$ cat src/rtl/io_pkg.sv
// io_pkg: shared channel state type, counter width helper and default board timing.
package io_pkg;

  typedef enum logic [1:0] {
    IDLE_LO     = 2'd0,
    HELD_DELAY  = 2'd1,
    HELD_REPEAT = 2'd2
  } ch_state_t;

  // Width of a counter that must be able to hold the value 'limit'.
  function automatic int cnt_w(input int limit);
    return $clog2(limit + 1);
  endfunction

  // 12 MHz board: ~20.8 ms debounce, ~417 ms to first repeat,
  // ~104 ms between repeats, 3 MHz SPI clock enable.
  localparam int DEF_NUM_BTN         = 4;
  localparam int DEF_SYNC_STAGES     = 2;
  localparam int DEF_DEBOUNCE_CYCLES = 250_000;
  localparam int DEF_REPEAT_DELAY    = 5_000_000;
  localparam int DEF_REPEAT_PERIOD   = 1_250_000;
  localparam int DEF_DIV_RATIO       = 4;

endpackage

$ cat src/rtl/btn_channel.sv
// btn_channel: synchroniser, debouncer and auto-repeat FSM for one button.
module btn_channel
  import io_pkg::*;
#(
  parameter int SYNC_STAGES     = DEF_SYNC_STAGES,
  parameter int DEBOUNCE_CYCLES = DEF_DEBOUNCE_CYCLES,
  parameter int REPEAT_DELAY    = DEF_REPEAT_DELAY,
  parameter int REPEAT_PERIOD   = DEF_REPEAT_PERIOD
) (
  input  logic clk,
  input  logic reset,
  input  logic btn_raw,
  input  logic btn_enable,
  output logic btn_level,
  output logic btn_press,
  output logic btn_release,
  output logic btn_repeat
);

  localparam int DB_W   = cnt_w(DEBOUNCE_CYCLES);
  localparam int RP_LIM = (REPEAT_DELAY > REPEAT_PERIOD) ? REPEAT_DELAY : REPEAT_PERIOD;
  localparam int RP_W   = cnt_w(RP_LIM);
  localparam logic [DB_W-1:0] DB_LAST   = DB_W'(DEBOUNCE_CYCLES);
  localparam logic [RP_W-1:0] RP_DELAY  = RP_W'(REPEAT_DELAY);
  localparam logic [RP_W-1:0] RP_PERIOD = RP_W'(REPEAT_PERIOD);

  logic [SYNC_STAGES-1:0] sync_q;
  logic                   s;
  logic [DB_W-1:0]        db_cnt;
  logic [DB_W-1:0]        db_inc;
  logic                   db_done;
  logic                   accept_press;
  logic                   accept_release;
  ch_state_t              state;
  ch_state_t              state_n;
  logic [RP_W-1:0]        rp_cnt;
  logic [RP_W-1:0]        rp_cnt_n;
  logic [RP_W-1:0]        rp_inc;
  logic                   repeat_n;

  assign s              = sync_q[SYNC_STAGES-1];
  assign db_inc         = db_cnt + DB_W'(1);
  assign db_done        = btn_enable && (s != btn_level) && (db_inc == DB_LAST);
  assign accept_press   = db_done && !btn_level;
  assign accept_release = db_done && btn_level;
  assign rp_inc         = rp_cnt + RP_W'(1);

  // Shift the raw pin through the synchroniser chain; nothing else touches btn_raw.
  always_ff @(posedge clk) begin
    if (reset) begin
      sync_q <= '0;
    end else begin
      sync_q <= {sync_q[SYNC_STAGES-2:0], btn_raw};
    end
  end

  // Accept a level change only after DEBOUNCE_CYCLES consecutive differing samples.
  always_ff @(posedge clk) begin
    if (reset) begin
      db_cnt      <= '0;
      btn_level   <= 1'b0;
      btn_press   <= 1'b0;
      btn_release <= 1'b0;
    end else if (!btn_enable) begin
      // A disabled channel reads as released; drop a held level exactly once.
      db_cnt      <= '0;
      btn_level   <= 1'b0;
      btn_press   <= 1'b0;
      btn_release <= btn_level;
    end else if (s == btn_level) begin
      db_cnt      <= '0;
      btn_press   <= 1'b0;
      btn_release <= 1'b0;
    end else if (db_done) begin
      db_cnt      <= '0;
      btn_level   <= ~btn_level;
      btn_press   <= accept_press;
      btn_release <= accept_release;
    end else begin
      db_cnt      <= db_inc;
      btn_press   <= 1'b0;
      btn_release <= 1'b0;
    end
  end

  // Repeat FSM state register and registered repeat pulse.
  always_ff @(posedge clk) begin
    if (reset) begin
      state      <= IDLE_LO;
      rp_cnt     <= '0;
      btn_repeat <= 1'b0;
    end else begin
      state      <= state_n;
      rp_cnt     <= rp_cnt_n;
      btn_repeat <= repeat_n;
    end
  end

  // Repeat FSM next state; release or disable always wins over a due repeat.
  always_comb begin
    state_n  = state;
    rp_cnt_n = rp_cnt;
    repeat_n = 1'b0;
    if (!btn_enable || accept_release) begin
      state_n  = IDLE_LO;
      rp_cnt_n = '0;
    end else begin
      case (state)
        IDLE_LO: begin
          if (accept_press) begin
            state_n  = HELD_DELAY;
            rp_cnt_n = '0;
          end
        end
        HELD_DELAY: begin
          // With REPEAT_DELAY of 0 the counter is frozen so it can never match.
          if (REPEAT_DELAY != 0) begin
            rp_cnt_n = rp_inc;
            if (rp_inc == RP_DELAY) begin
              repeat_n = 1'b1;
              rp_cnt_n = '0;
              state_n  = HELD_REPEAT;
            end
          end
        end
        HELD_REPEAT: begin
          rp_cnt_n = rp_inc;
          if (rp_inc == RP_PERIOD) begin
            repeat_n = 1'b1;
            rp_cnt_n = '0;
          end
        end
        default: begin
          state_n  = IDLE_LO;
          rp_cnt_n = '0;
        end
      endcase
    end
  end

endmodule

$ cat src/rtl/io_conditioner.sv
// io_conditioner: button conditioning for NUM_BTN inputs plus SPI/IMU clock-enable divider.
module io_conditioner
  import io_pkg::*;
#(
  parameter int NUM_BTN         = DEF_NUM_BTN,
  parameter int SYNC_STAGES     = DEF_SYNC_STAGES,
  parameter int DEBOUNCE_CYCLES = DEF_DEBOUNCE_CYCLES,
  parameter int REPEAT_DELAY    = DEF_REPEAT_DELAY,
  parameter int REPEAT_PERIOD   = DEF_REPEAT_PERIOD,
  parameter int DIV_RATIO       = DEF_DIV_RATIO
) (
  input  logic                       clk,
  input  logic                       reset,
  input  logic [NUM_BTN-1:0]         btn_raw,
  input  logic [NUM_BTN-1:0]         btn_enable,
  output logic [NUM_BTN-1:0]         btn_level,
  output logic [NUM_BTN-1:0]         btn_press,
  output logic [NUM_BTN-1:0]         btn_release,
  output logic [NUM_BTN-1:0]         btn_repeat,
  output logic                       tick,
  output logic [$clog2(DIV_RATIO):0] tick_phase
);

  localparam int PH_W = $clog2(DIV_RATIO) + 1;
  localparam logic [PH_W-1:0] PH_LAST = PH_W'(DIV_RATIO - 1);

  logic [PH_W-1:0] div_cnt;

  for (genvar i = 0; i < NUM_BTN; i++) begin : g_ch
    btn_channel #(
      .SYNC_STAGES    (SYNC_STAGES),
      .DEBOUNCE_CYCLES(DEBOUNCE_CYCLES),
      .REPEAT_DELAY   (REPEAT_DELAY),
      .REPEAT_PERIOD  (REPEAT_PERIOD)
    ) u_ch (
      .clk        (clk),
      .reset      (reset),
      .btn_raw    (btn_raw[i]),
      .btn_enable (btn_enable[i]),
      .btn_level  (btn_level[i]),
      .btn_press  (btn_press[i]),
      .btn_release(btn_release[i]),
      .btn_repeat (btn_repeat[i])
    );
  end

  // Wrapping divider; tick is registered from the terminal count so it is
  // glitch-free, low in reset, and lands DIV_RATIO cycles after reset release.
  always_ff @(posedge clk) begin
    if (reset) begin
      div_cnt <= '0;
      tick    <= 1'b0;
    end else begin
      tick    <= (div_cnt == PH_LAST);
      div_cnt <= (div_cnt == PH_LAST) ? '0 : div_cnt + PH_W'(1);
    end
  end

  assign tick_phase = div_cnt;

endmodule

$ cat config.mk
export PLATFORM = sky130hd
export DESIGN_NAME = io_conditioner
export DESIGN_NICKNAME = d
export VERILOG_FILES = /design/src/rtl/io_pkg.sv /design/src/rtl/btn_channel.sv /design/src/rtl/io_conditioner.sv
export SDC_FILE = /design/constraint.sdc
export NUM_CORES = 1
export LEC_CHECK = 0
export CORE_MARGIN = 10
export CORE_UTILIZATION = 65
export CTS_CLUSTER_DIAMETER = 60
export DETAILED_ROUTE_END_ITERATION = 7
export GPL_TIMING_DRIVEN = 1
export PLACE_DENSITY_LB_ADDON = 0.05
export SYNTH_ARGS = -nofsm -noshare
export SYNTH_HDL_FRONTEND = slang
export SYNTH_SLANG_ARGS = --single-unit
$ cat constraint.sdc
create_clock -name clk -period 9.4 [get_ports clk]
set_input_delay 0.94 -clock clk [delete_from_list [all_inputs] [get_ports clk]]
set_output_delay 0.94 -clock clk [all_outputs]
set_load 0.05 [all_outputs]
Word level (Yosys, flattened, before mapping):

Cells that the tools add are included.

* add/subtract/negate cells: 9
* equality and inequality tests: 37
* multiplexer cells: 52
* bitwise gates (word level): 20
* reductions and logical operators: 57

Operators with widths (number)
* $mux W23: 12
* $pmux W23 S3: 4
* $add A23 B1 Y23 const B: 4
* $eq A23 B21 Y1 const B: 4
* $eq A23 B23 Y1 const B: 4
* $add A18 B1 Y18 const B: 4
* $eq A18 B18 Y1 const B: 4
* $reduce_or A4 Y1: 8
* $pmux W2 S3: 4
* $mux W1: 20
* $not A1 Y1: 20
* $reduce_or A2 Y1: 9
* $logic_and A1 B1 Y1: 16
* $mux W2: 8
* $ne A2 B1 Y1 const B: 8
* $reduce_and A3 Y1: 4
* $eq A2 B1 Y1 const B: 4
* $eq A2 B2 Y1 const B: 4
* $logic_not A1 Y1: 8
* $logic_not A2 Y1: 4
* $pmux W1 S2: 4
* $reduce_and A2 Y1: 4
* $eq A1 B1 Y1: 4
* $logic_or A1 B1 Y1: 4
* 3 further kinds: 6

* flip-flop bits (word level): 200
* input port bits: 10
* output and inout port bits: 20

Depth between registers and ports, before layout:

Gate-level depths: netlist of the first run.

* depth after elaboration: 7
* gate-level depth with buffers: 13
* mapped depth without buffers: 10

By module:

A second synthesis of the first run with hierarchy kept.

* cell total of the unflattened synthesis: 1653
* area total of the unflattened synthesis: 12753.5 um^2

By module, submodules not included
* btn_channel (g_ch[0].u_ch ...): instances 3, cells each 411, area an instance 3174.3 um^2, sequential area each 980.9 um^2
* btn_channel (g_ch[3].u_ch): instances 1, cells each 409, area an instance 3093.0 um^2, sequential area each 980.9 um^2
* io_conditioner: instances 1, cells each 11, area an instance 137.6 um^2, sequential area each 80.1 um^2

Worst setup path before layout of the first run:

OpenSTA, ideal clock, no wires.

* kind: input to register
* from: input port btn_enable[1]
* to: register g_ch[1].u_ch.rp_cnt[20]
* data arrival time: 2.997 ns
* required time: 9.275 ns
* slack: 6.278 ns
* stages on the path: 11
* path buffers: 3
* path through: nand4_1 or4b_1 a21oi_1 o2111ai_1 o31a_1 clkbuf_1 nor2b_1 clkbuf_1 clkbuf_1 a22oi_1 o31ai_1

* cells in the longest elaborated chain, start to end: 5

Ends and longest elaborated chain
* start: declaration: line io_conditioner.sv:15 `input logic [NUM_BTN-1:0] btn_enable,`
* $logic_and A1 B1 Y1 (2 in a row): line btn_channel.sv:43 `assign db_done = btn_enable && (s != btn_level) && (db_inc == DB_LAST);`
* $logic_and A1 B1 Y1: line btn_channel.sv:45 `assign accept_release = db_done && btn_level;`
* $logic_or A1 B1 Y1: line btn_channel.sv:104 `if (!btn_enable || accept_release) begin`
* $reduce_or A2 Y1 (no source line)
* end signal: assignment: line btn_channel.sv:94 `rp_cnt <= rp_cnt_n;`
* end: declaration: line btn_channel.sv:36 `logic [RP_W-1:0] rp_cnt;`

Several ways; a longest one is shown, not always the timed one.
A chain may end at the register's enable or synchronous reset.

Worst setup path after layout of the first run:

* from: register g_ch[1].u_ch.rp_cnt[1]
* to: register g_ch[1].u_ch.rp_cnt[18]

* cells in the longest elaborated chain, start to end: 4

Ends and longest elaborated chain
* $add A23 B1 Y23 *: line btn_channel.sv:46 `assign rp_inc = rp_cnt + RP_W'(1);`
* $eq A23 B21 Y1 or $eq A23 B23 Y1 (tied branches): line btn_channel.sv:128, btn_channel.sv:119
* $mux W23, on equally long branches: line btn_channel.sv:128, btn_channel.sv:119
* $pmux W23 S3 *: line btn_channel.sv:108 `case (state)`

Every way passes the cells marked *; elsewhere a longest branch is shown, timed or not.

==> results of run 1 <==
==> Yosys cell counts (4+ instances only) <==
| cell type | n |
|---|---|
| or4_1 | 5 |
| dfxtp_1 | 200 |
| xnor2_1 | 59 |
| and4_1 | 18 |
| and2_1 | 23 |
| or4b_1 | 6 |
| mux2i_1 | 16 |
| nand4b_1 | 9 |
| o31ai_1 | 14 |
| nand3_1 | 96 |
| nor3b_1 | 7 |
| o32ai_1 | 4 |
| a21o_1 | 10 |
| nor2b_1 | 32 |
| nor2_1 | 193 |
| a21oi_1 | 82 |
| nand4_1 | 54 |
| or3_1 | 20 |
| nand2_1 | 146 |
| buf_2 | 42 |
| xor2_1 | 48 |
| and3_1 | 26 |
| a211oi_1 | 7 |
| buf_4 | 24 |
| clkbuf_1 | 51 |
| a211o_1 | 5 |
| nor3_1 | 59 |
| o21ai_1 | 18 |
| ha_1 | 29 |
| o21ai_0 | 33 |
| nand2b_1 | 18 |
| nor4b_1 | 11 |
| o31a_1 | 6 |
| nand3b_1 | 13 |
| a2111oi_0 | 4 |
| or2_2 | 8 |
| a31oi_1 | 19 |
| nor3_2 | 4 |
| nor4_1 | 32 |
| o211ai_1 | 4 |
| a221o_1 | 15 |
| inv_1 | 52 |
| a22oi_1 | 15 |
| o2111ai_1 | 5 |
==> through the flow <==
| stage | total power, mW | hold slack [ns] |
|---|---|---|
| after floorplan | 0.894 | 0.414 |
| after global placement | 0.906 | 0.414 |
| after detailed placement | 0.907 | 0.424 |
| after CTS | 1.66 | 0.440 |
| after global routing | 1.70 | 0.466 |
| final | 1.65 | 0.443 |
==> path summary, 6_finish.rpt <==
path,startpoint,to,cells past startpoint
worst max-delay path,g_ch[1].u_ch.rp_cnt[1]$_SDFFE_PP0P_,g_ch[1].u_ch.rp_cnt[18]$_SDFFE_PP0P_,10
worst min-delay path,g_ch[3].u_ch.sync_q[0]$_SDFF_PP0_,g_ch[3].u_ch.sync_q[1]$_SDFF_PP0_,1
worst max register to register,g_ch[1].u_ch.rp_cnt[1]$_SDFFE_PP0P_,g_ch[1].u_ch.rp_cnt[18]$_SDFFE_PP0P_,10
worst min register to register,g_ch[3].u_ch.sync_q[0]$_SDFF_PP0_,g_ch[3].u_ch.sync_q[1]$_SDFF_PP0_,1
==> sequential cells by signal (all words and copies together), names as in the netlist <==
name,cells
g_ch.u_ch.state,8
g_ch.u_ch.btn_level,4
g_ch.u_ch.btn_repeat,4
g_ch.u_ch.rp_cnt,92
g_ch.u_ch.btn_release,4
g_ch.u_ch.sync_q,8
g_ch.u_ch.db_cnt,72
g_ch.u_ch.btn_press,4
tick,1
tick_phase,3
==> where the power goes <==
group          total (mW)  internal, mW  switching [mW]
Combinational      0.0357        0.0120          0.0237
Clock               0.765         0.404           0.361
Sequential          0.852         0.850         0.00189
Total                1.65          1.27           0.386
==> cell families after synthesis <==
logic type / count (synthesis)
xor gates and xnor gates: 107
DFF: 200
AOI/OAI and AO/OA: 286
and+or+nand+nor: 819
adders and majority gates: 29
buffers and inverters: 176
muxes: 19
==> critical path, stage by stage, from the launching register on <==
cell,delay (ns)
dfxtp_1,0.49
ha_1,0.43
and4_4,0.32
nor4b_4,0.46
mux2i_1,0.25
nor3b_1,0.07
a21oi_1,0.29
o41ai_4,0.17
a211oi_4,0.78
nand2b_2,0.36
o31ai_1,0.33
==> layer usage <==
| metal | vias up | share of wire [%] | GRT usage, % |
|---|---|---|---|
| met5 | - | 0 | 0 |
| met4 | 0 | 1.0 | 5.68 |
| met3 | 27 | 4.7 | 2.91 |
| met2 | 297 | 48 | 35.6 |
| met1 | 5346 | 46 | 27.8 |
| li1 | 5726 | - | - |
==> layout make-up <==
class | count | area [um^2]
clock buffer | 17 | 425
clock inverter | 15 | 190
fill | 1623 | 5970
inverter | 52 | 195
multi-input combinational | 1260 | 8000
sequential | 200 | 4000
tap | 265 | 332
timing repair buffer | 37 | 350
==> key figures, run 1 <==
Status
  • Status: finished clean

Clock network
  • Worst-skew pair later-pin latency: approximately 0.44 ns
  • Clock root buffer: clkbuf_16
  • Cts bufs inserted: 17
  • Hold Buf Count CTS: 0
  • Post CTS Setup Buffer Count: 0
  • Clk sinks: 200
  • CTS Buffer Depth: 2
  • Post-CTS resize count: 0
  • CTS tree: done
  • Clock-pin slew on the worst setup and hold paths: approximately 0.080 ns
  • CTS H-tree depth: 4

Setup path
  • Critical path fanouts, max: 19
  • R2R setup slack: between 5 and 6 ns
  • CP Class: register to register
  • Arrival time at the worst endpoint: between 4 and 5 ns
  • CP endpoint kind: register
  • Req. time, crit path: about 10 ns
  • Startpoint Class: register

STA
  • Tightest Pin Transition: roughly 1.1 ns
  • Relative slew slack: between 20% and 30%
  • Fin crit share: a little over two fifths
  • Final min period: 4.03 ns
  • Worst Setup Slack, final: 5.37 ns
  • Slew Limit Fails: 0
  • RSZ-0062 raised after global routing: false
  • Fmax: between 200 and 250 MHz
  • Clock Skew: around 0.012 ns
  • Final hold vios: 0
  • Setup tns final: 0 ns
  • Final setup viols: 0

Place
  • DP Cell Count: around 1,800
  • RD Place Congestion: about 0.90
  • Dpl ws: about 5.3 ns
  • Detailed placement HPWL: a little under 20,000 um
  • PortBufs: 29
  • Area post-placement: between 10,000 and 15,000 um^2

Logic synthesis
  • Synth top area share: 31.2%
  • Area leader, netlist: dfxtp_1
  • Post-synthesis cell type count: just over 100
  • Cells after Synth: 1,636
  • YS warnings: 0
  • Post-synth net total: between 1,500 and 2,000
  • Number of flops mapped to enable cells by yosys: 0
  • Number of synthesized register bits: 200
  • Adder-Cell Fraction of Synth Area: about 2.8%
  • Main combinational cell family by area after synthesis: simple AND/OR/NAND/NOR gates
  • Average size of a mapped cell: 7.84 um^2
  • Asr flop ratio synth: 0%
  • Synth Flop Type: dfxtp_1
  • Post-Syn Area: 12,800 um^2
  • Compound-Gate Fraction of Synth Area: between 10% and 20%
  • Post-synthesis sequential area ratio: between 30% and 40%
  • Xor-xnor portion of the synthesized cell area: roughly 7.3%
  • Ranking of synthesized cells by area: dfxtp_1 (31%), nor2_1 (5.6%), nand2_1 (4.3%), xnor2_1 (4.0%), nand3_1 (3.7%)
  • Mux contribution to synthesized area: roughly 1.5%
  • Simple-gate share of the synthesized area: 35.1%

Flow run
  • Reported max-cap violation count: 0

Cells and area
  • Layout cells sized above 1: ~6%
  • Fin cells: about 1,800
  • Finished Cell Area: 13,500 um^2
  • Nets: roughly 1,600
  • Area Growth Syn to Fin: 5.19%
  • Most common cell after layout, fill and taps aside: dfxtp_1
  • Most frequent cells in the layout: dfxtp_1 (200), nor2_1 (193), nand2_1 (146)
  • Final Util: between 60% and 70%
  • Ant diodes: 0

Pwr
  • Leak pwr: 4.16 nW
  • Power density relative to cell area: 122 nW/um^2
  • Worst VDD drop: roughly 0.00012 V

Global routing
  • Initial antenna violation count: 0
  • Vias in the first global route: around 10,000
  • Overflow after GRT: 0
  • GRT Util Overall: around a fifth
  • Largest net degree at the start of global routing: 45
  • First-pass GRT wire length: 48,000 um

Floorplanning
  • Die X: about 160 um
  • Initial Utilization: approximately two thirds
  • Top Ports: 30
  • Die H: 161 um
  • Rows: 51
  • Die ar.: about 26,000 um^2
  • Core area: 19,500 um^2

Hold path
  • Hold Crit Class: register to register

Detailed routing
  • Final WL: 28,300 um
  • Post-route ant nets: 0
  • First DRT Iteration DRCs: around 760
  • Vias after detailed routing: 11,400
  • TritonRoute pass-1 iters: 6
  • Vias per cell: ~6.2
  • DR WL/cell: between 15 and 20 um
  • Drt drc: 0
Power figures use the tool's default switching activity.
==> run 2: changes to the inputs <==
CORE_UTILIZATION = 57   (was 65)
clock period = 3.31 ns   (was 9.4 ns; I/O delays follow)
==> key figures, run 2 (synthesis results as in run 1) <==
Cells and area
  • FF+latch area: 4010 um^2 (was 4000 um^2)
  • Area of the multi-input gates: 8090 um^2 (was 8000 um^2)
  • Ant diodes: 0 (unchanged)
  • Layout fillers: 1,877 (was 1,623)
  • Layout cells sized above 1: 13.2% (was 6.01%)
  • Finished Cell Area: 14,500 um^2 (was 13,500 um^2)
  • Nets: 1,725 (was 1,607)
  • Area Growth Syn to Fin: 13.1% (was 5.19%)
  • Most frequent cells in the layout: dfxtp_1 (198), nor2_1 (193), nand2_1 (146) (was dfxtp_1 (200), nor2_1 (193), nand2_1 (146))
  • Largest regs: g_ch.u_ch.rp_cnt: 92 flops, g_ch.u_ch.db_cnt: 72 flops (unchanged)
  • Max reg flops: 92 (unchanged)
  • Final Util: 66.1% (was 69.3%)
  • Most common cell after layout, fill and taps aside: dfxtp_1 (unchanged)
  • Top reg by flops: g_ch.u_ch.rp_cnt (unchanged)

STA
  • Clock Skew: 0.0129 ns (was 0.0124 ns)
  • Fmax: 313 MHz (was 248 MHz)
  • Relative slew slack: 52.8% (was 28.5%)
  • Final setup viols: 0 (unchanged)
  • Tightest Pin Transition: 0.705 ns (was 1.07 ns)
  • Final min period: 3.20 ns (was 4.03 ns)
  • Fin crit share: 96.5% (was 42.9%)
  • Hold Slack: 0.442 ns (was 0.443 ns)
  • Final hold vios: 0 (unchanged)
  • Slew Limit Fails: 0 (unchanged)

Detailed routing
  • First DRT Iteration DRCs: 822 (was 755)
  • Final WL: 29,800 um (was 28,300 um)
  • Drt drc: 0 (unchanged)
  • DR WL/cell: 15.0 um (was 15.3 um)
  • TritonRoute pass-1 iters: 5 (was 6)
  • Post-route ant nets: 0 (unchanged)
  • Vias per cell: 5.91 (was 6.17)
  • Vias after detailed routing: 11,700 (was 11,400)

Pwr
  • Seq pwr share: 52.2% (was 51.6%)
  • Sw Ratio: 23.4% (about the same)
  • Clock share of power: 45.4% (was 46.3%)
  • Internal power: 3.55 mW (was 1.27 mW)
  • Leak pwr: 4.85 nW (was 4.16 nW)
  • Power density relative to cell area: 319 nW/um^2 (was 122 nW/um^2)
  • P_sw: 1.08 mW (was 386 uW)
  • Combinational power share: 2.4% (was 2.2%)
  • Final total power: 4.63 mW (was 1.65 mW)
  • Worst VDD drop: 0.000322 V (was 0.000123 V)

Floorplanning
  • Core area: 22,000 um^2 (was 19,500 um^2)
  • Die ar.: 28,900 um^2 (was 25,800 um^2)
  • Initial Utilization: 58.4% (was 65.9%)
  • Top Ports: 30 (unchanged)
  • Rows: 54 (was 51)
  • Die X: 170 um (was 161 um)
  • Die H: 170 um (was 161 um)

Hold path
  • Hold Crit Class: register to register (unchanged)

Setup path
  • Reg-to-reg startpoint: g_ch[1].u_ch.rp_cnt[0]$_SDFFE_PP0P_ (was g_ch[1].u_ch.rp_cnt[1]$_SDFFE_PP0P_)
  • Worst path slowest cell: dfxtp_1 (was a211oi_4)
  • Reg2reg path depth: 13 (was 10)
  • Setup crit end: g_ch[1].u_ch.rp_cnt[7]$_SDFFE_PP0P_ (was g_ch[1].u_ch.rp_cnt[18]$_SDFFE_PP0P_)
  • CP most frequent cell: buf_4
  • Critical path buffer and inverter count: 3 (was 0)
  • CP Class: register to register (unchanged)
  • Worst path top cell family by delay: simple AND/OR/NAND/NOR gates (was compound AO/OA/AOI/OAI gates)
  • Arrival time at the worst endpoint: 3.56 ns (was 4.37 ns)
  • Req. time, crit path: 3.67 ns (was 9.74 ns)
  • Critical path fanouts, max: 6 (was 19)
  • Cells along the critical path: ha_1 > and4_4 > nor4b_4 > buf_4 > mux2i_1 > nor3b_1 > a21oi_1 > o41ai_4 > buf_4 > a211oi_4 > buf_12 > or4b_1 > o21ai_1 (was ha_1 > and4_4 > nor4b_4 > mux2i_1 > nor3b_1 > a21oi_1 > o41ai_4 > a211oi_4 > nand2b_2 > o31ai_1)
  • Crit path largest cell delay: 0.44 ns (was 0.78 ns)
  • CP startpoint: g_ch[1].u_ch.rp_cnt[0]$_SDFFE_PP0P_ (was g_ch[1].u_ch.rp_cnt[1]$_SDFFE_PP0P_)
  • FF-to-FF End: g_ch[1].u_ch.rp_cnt[7]$_SDFFE_PP0P_ (was g_ch[1].u_ch.rp_cnt[18]$_SDFFE_PP0P_)
  • CP endpoint kind: register (unchanged)
  • R2R setup slack: 0.11 ns (was 5.37 ns)
  • Critical path depth in cells: 13 (was 10)
  • Startpoint Class: register (unchanged)

Global routing
  • Largest net degree at the start of global routing: 27 (was 45)
  • First-pass GRT wire length: 51,100 um (was 48,000 um)
  • Overflow after GRT: 0 (unchanged)
  • Vias in the first global route: 10,800 (was 10,200)
  • Initial antenna violation count: 0 (unchanged)
  • GRT Util Overall: 20.5% (was 21.2%)

Clock network
  • Worst-skew pair later-pin latency: 0.44 ns (about the same)
  • Clk sinks: 200 (unchanged)
  • CTS Buffer Depth: 2 (unchanged)
  • Clock-pin slew on the worst setup and hold paths: 0.08 ns (about the same)
  • Cts bufs inserted: 17 (unchanged)
  • Hold Buf Count CTS: 0 (unchanged)
  • CTS tree: done (unchanged)
  • Clock root buffer: clkbuf_16 (unchanged)
  • CTS H-tree depth: 4 (unchanged)

Place
  • Detailed placement HPWL: 21,600 um (was 19,400 um)
  • Area post-placement: 13,800 um^2 (was 12,900 um^2)
  • RD Place Congestion: 0.896 (was 0.897)
  • PortBufs: 29 (unchanged)

Status
  • Status: finished clean (unchanged)

Flow run
  • Reported max-cap violation count: 0 (unchanged)
-- run 2: layout make-up --
| type | instances | share of cell area [%] |
|---|---|---|
| Clock buffer | 18 | 3.03 |
| Clock inverter | 14 | 1.06 |
| Inverter | 52 | 1.35 |
| Multi-Input combinational cell | 1260 | 55.8 |
| Sequential cell | 200 | 27.6 |
| Tap cell | 280 | 2.41 |
| Timing Repair Buffer | 155 | 8.78 |
-- run 2: repair_timing --
| item | in CTS | in global routing |
|---|---|---|
| buffers inserted | 0 | 3 |
| gates resized for setup | 0 | 18 |
| endpoints found under the setup margin | 0 | 68 |
-- run 2: power by group through the flow --
| stage | Combinational, mW | Sequential, mW | Clock, mW |
|---|---|---|---|
| after floorplan | 0.0482 | 2.49 | 0 |
| after global placement | 0.110 | 2.47 | 0 |
| after detailed placement | 0.111 | 2.48 | 0 |
| after CTS | 0.111 | 2.42 | 2.16 |
| after global routing | 0.120 | 2.42 | 2.25 |
| final | 0.110 | 2.42 | 2.10 |
-- run 2: per-stage QoR --
stage / std cells / setup slack, ns / setup TNS, ns
global route: 1979 / -0.00682 / -0.0120
global placement: 1944 / 0.131 / 0
finish: 1979 / 0.115 / 0
CTS: 1976 / 0.0185 / 0
detailed placement: 1944 / 0.0443 / 0
floorplan: 1636 / 0.205 / 0
-- run 2: how the worst min path moves through the flow --
stage / endpoint / cells after the start / slack (ns) / start
floorplan: g_ch[0].u_ch.sync_q[1]$_SDFF_PP0_ / 1 / 0.41 / g_ch[0].u_ch.sync_q[0]$_SDFF_PP0_
global placement: g_ch[3].u_ch.sync_q[1]$_SDFF_PP0_ / 1 / 0.42 / g_ch[3].u_ch.sync_q[0]$_SDFF_PP0_
detailed placement: g_ch[3].u_ch.sync_q[1]$_SDFF_PP0_ / 1 / 0.43 / g_ch[3].u_ch.sync_q[0]$_SDFF_PP0_
CTS: g_ch[3].u_ch.sync_q[1]$_SDFF_PP0_ / 1 / 0.45 / g_ch[3].u_ch.sync_q[0]$_SDFF_PP0_
global route: g_ch[3].u_ch.sync_q[0]$_SDFF_PP0_ / 2 / 0.46 / btn_raw[3]
finish: g_ch[3].u_ch.sync_q[1]$_SDFF_PP0_ / 1 / 0.44 / g_ch[3].u_ch.sync_q[0]$_SDFF_PP0_
-- run 2: routing by layer --
layer	track usage (%)	wire length [um]	vias to the layer above	part of all wire, %
met2	34.7	14200	217	48
li1	-	-	5956	-
met3	3.15	1160	21	3.9
met1	27.2	14100	5506	47
met4	4.04	260	0	0.87
met5	0	0	-	0
-- run 2: worst reg2reg max path: stages (launching register included) --
cell	delay, ns
dfxtp_1	0.44
ha_1	0.22
and4_4	0.28
nor4b_4	0.21
buf_4	0.20
mux2i_1	0.19
nor3b_1	0.06
a21oi_1	0.29
o41ai_4	0.12
buf_4	0.17
a211oi_4	0.27
buf_12	0.16
or4b_1	0.43
o21ai_1	0.08
==> run 3: changes to the inputs <==
CORE_MARGIN = 3   (was 10)
SLEW_MARGIN = 20   (was not set)
==> key figures, run 3 (synthesis results as in run 1) <==
Clock network
  • Clock root buffer: clkbuf_16 (unchanged)
  • Cts bufs inserted: 17 (unchanged)
  • CTS Buffer Depth: 2 (unchanged)
  • CTS H-tree depth: 4 (unchanged)
  • Clk sinks: 200 (unchanged)
  • Worst-skew pair later-pin latency: 0.44 ns (about the same)
  • Clock-pin slew on the worst setup and hold paths: 0.08 ns (about the same)
  • CTS tree: done (unchanged)

Cells and area
  • Nets: 1,703 (was 1,725)
  • Area Growth Syn to Fin: 11.8% (was 13.1%)
  • Max reg flops: 92 (unchanged)
  • Layout cells sized above 1: 12.3% (was 13.2%)
  • Fin cells: 1,957 (was 1,979)
  • Ant diodes: 0 (unchanged)
  • Finished Cell Area: 14,300 um^2 (was 14,500 um^2)
  • FF+latch area: 4010 um^2 (about the same)
  • Layout fillers: 1,904 (was 1,877)
  • Top reg by flops: g_ch.u_ch.rp_cnt (unchanged)
  • Most frequent cells in the layout: nor2_1 (193), dfxtp_1 (193), nand2_1 (146) (was dfxtp_1 (198), nor2_1 (193), nand2_1 (146))
  • Area of the multi-input gates: 8080 um^2 (was 8090 um^2)
  • Largest regs: g_ch.u_ch.rp_cnt: 92 flops, g_ch.u_ch.db_cnt: 72 flops (unchanged)

Floorplanning
  • Rows: 54 (unchanged)
  • Initial Utilization: 58.4% (unchanged)
  • Core area: 22,000 um^2 (unchanged)
  • Die X: 156 um (was 170 um)
  • Die H: 156 um (was 170 um)
  • Top Ports: 30 (unchanged)
  • Die ar.: 24,300 um^2 (was 28,900 um^2)

Setup path
  • CP most frequent cell: buf_4 (unchanged)
  • Worst path top cell family by delay: compound AO/OA/AOI/OAI gates (was simple AND/OR/NAND/NOR gates)
  • Worst path slowest cell: o41ai_4 (was dfxtp_1)
  • Req. time, crit path: 3.65 ns (was 3.67 ns)
  • Cells along the critical path: ha_1 > and4_4 > nor4b_4 > buf_4 > mux2i_1 > nor3b_1 > a21oi_2 > o41ai_4 > a211oi_4 > buf_4 > nor2b_1 > a32o_1 (was ha_1 > and4_4 > nor4b_4 > buf_4 > mux2i_1 > nor3b_1 > a21oi_1 > o41ai_4 > buf_4 > a211oi_4 > buf_12 > or4b_1 > o21ai_1)
  • Critical path fanouts, max: 6 (unchanged)
  • Startpoint Class: register (unchanged)
  • Crit path largest cell delay: 0.50 ns (was 0.44 ns)
  • Arrival time at the worst endpoint: 3.47 ns (was 3.56 ns)
  • CP Class: register to register (unchanged)
  • Critical path buffer and inverter count: 2 (was 3)
  • CP endpoint kind: register (unchanged)

STA
  • Fin crit share: 94.6% (was 96.5%)
  • Slew Limit Fails: 0 (unchanged)
  • Relative slew slack: 30.3% (was 52.8%)
  • Setup tns final: 0 ns (unchanged)
  • Final hold vios: 0 (unchanged)
  • Fmax: 319 MHz (was 313 MHz)
  • Clock Skew: 0.0155 ns (was 0.0129 ns)
  • Hold Slack: 0.437 ns (was 0.442 ns)
  • Final min period: 3.13 ns (was 3.20 ns)
  • Tightest Pin Transition: 1.04 ns (was 0.705 ns)
  • Final setup viols: 0 (unchanged)

Detailed routing
  • TritonRoute pass-1 iters: 5 (unchanged)
  • Drt drc: 0 (unchanged)
  • Post-route ant nets: 0 (unchanged)
  • Top layer in use: met4 (unchanged)
  • Routed met1 length: 14,100 um (about the same)
  • Final WL: 29,200 um (was 29,800 um)
  • First DRT Iteration DRCs: 744 (was 822)
  • DR WL/cell: 14.9 um (was 15.0 um)
  • Vias per cell: 5.96 (was 5.91)
  • Vias after detailed routing: 11,700 (about the same)
  • Metal2 WL: 13,800 um (was 14,200 um)
  • Metal3 WL: 1120 um (was 1160 um)

Global routing
  • Initial antenna violation count: 0 (unchanged)
  • Largest net degree at the start of global routing: 44 (was 27)
  • GRT Util Overall: 24.0% (was 20.5%)
  • Overflow after GRT: 0 (unchanged)
  • First-pass GRT wire length: 50,100 um (was 51,100 um)
  • Vias in the first global route: 10,700 (was 10,800)

Place
  • Area post-placement: 13,600 um^2 (was 13,800 um^2)
  • PortBufs: 29 (unchanged)
  • Detailed placement HPWL: 20,800 um (was 21,600 um)
  • DP Cell Count: 1,915 (was 1,944)
  • RD Place Congestion: 0.906 (was 0.896)

Pwr
  • Leak pwr: 4.74 nW (was 4.85 nW)
  • Worst VDD drop: 0.000336 V (was 0.000322 V)
  • Power density relative to cell area: 327 nW/um^2 (was 319 nW/um^2)

Hold path
  • Hold Crit Class: register to register (unchanged)

Flow run
  • Reported max-cap violation count: 0 (unchanged)

Status
  • Status: finished clean (unchanged)
==> run 3: routing by layer <==
metal | global-route usage [%] | vias to the layer above
li1 | - | 5931
met1 | 32.9 | 5503
met2 | 40.4 | 221
met3 | 3.77 | 12
met4 | 4.79 | 0
met5 | 0 | -
==> run 3: worst register-to-register path: cells and delay by family, from the launching register on <==
family / cells / cell delay [ns]
fa+ha+maj: 1 / 0.21
buf+inv: 2 / 0.39
flops: 1 / 0.40
mux: 1 / 0.09
compound gates: 4 / 1.01
simple gates: 4 / 0.92
==> run 3: final timing paths <==
| path | depth (start not counted) | slack [ns] | end | start |
|---|---|---|---|---|
| setup / recovery | 12 | 0.18 | g_ch[1].u_ch.rp_cnt[12]$_SDFFE_PP0P_ | g_ch[1].u_ch.rp_cnt[0]$_SDFFE_PP0P_ |
| hold / removal | 1 | 0.44 | g_ch[1].u_ch.sync_q[1]$_SDFF_PP0_ | g_ch[1].u_ch.sync_q[0]$_SDFF_PP0_ |
| setup reg to reg | 12 | 0.18 | g_ch[1].u_ch.rp_cnt[12]$_SDFFE_PP0P_ | g_ch[1].u_ch.rp_cnt[0]$_SDFFE_PP0P_ |
| hold reg to reg | 1 | 0.44 | g_ch[1].u_ch.sync_q[1]$_SDFF_PP0_ | g_ch[1].u_ch.sync_q[0]$_SDFF_PP0_ |
==> run 3: power breakdown <==
part	internal, mW	switching (mW)
Combinational	0.0418	0.0701
Sequential	2.41	0.00450
Clock	1.16	1.00
Total	3.62	1.08
==> run 3: layout make-up <==
cell class              instances  share of cell area [%]
flip-flops and latches        200                    28.0
clock inverters                13                    1.13
clock buffers                  19                    3.09
inverters                      52                    1.36
repair buffers                133                    7.67
multi-input cells            1260                    56.3
well taps                     280                    2.44
==> run 3: timing repair <==
action	in CTS	in global routing
endpoints found under the setup margin	1	62
pin swaps	1	6
setup buffers	4	6
hold buffers	0	0
resized for setup	0	20
==> run 3: metrics by stage <==
step	setup WS (ns)	util (%)	power, mW
2_1_floorplan	0.205	-	2.54
3_3_place_gp	0.112	61.8	2.59
3_5_place_dp	0.0383	61.8	2.59
4_1_cts	0.0140	64.7	4.75
5_1_grt	-0.0419	65.3	4.85
6_report	0.179	65.3	4.70
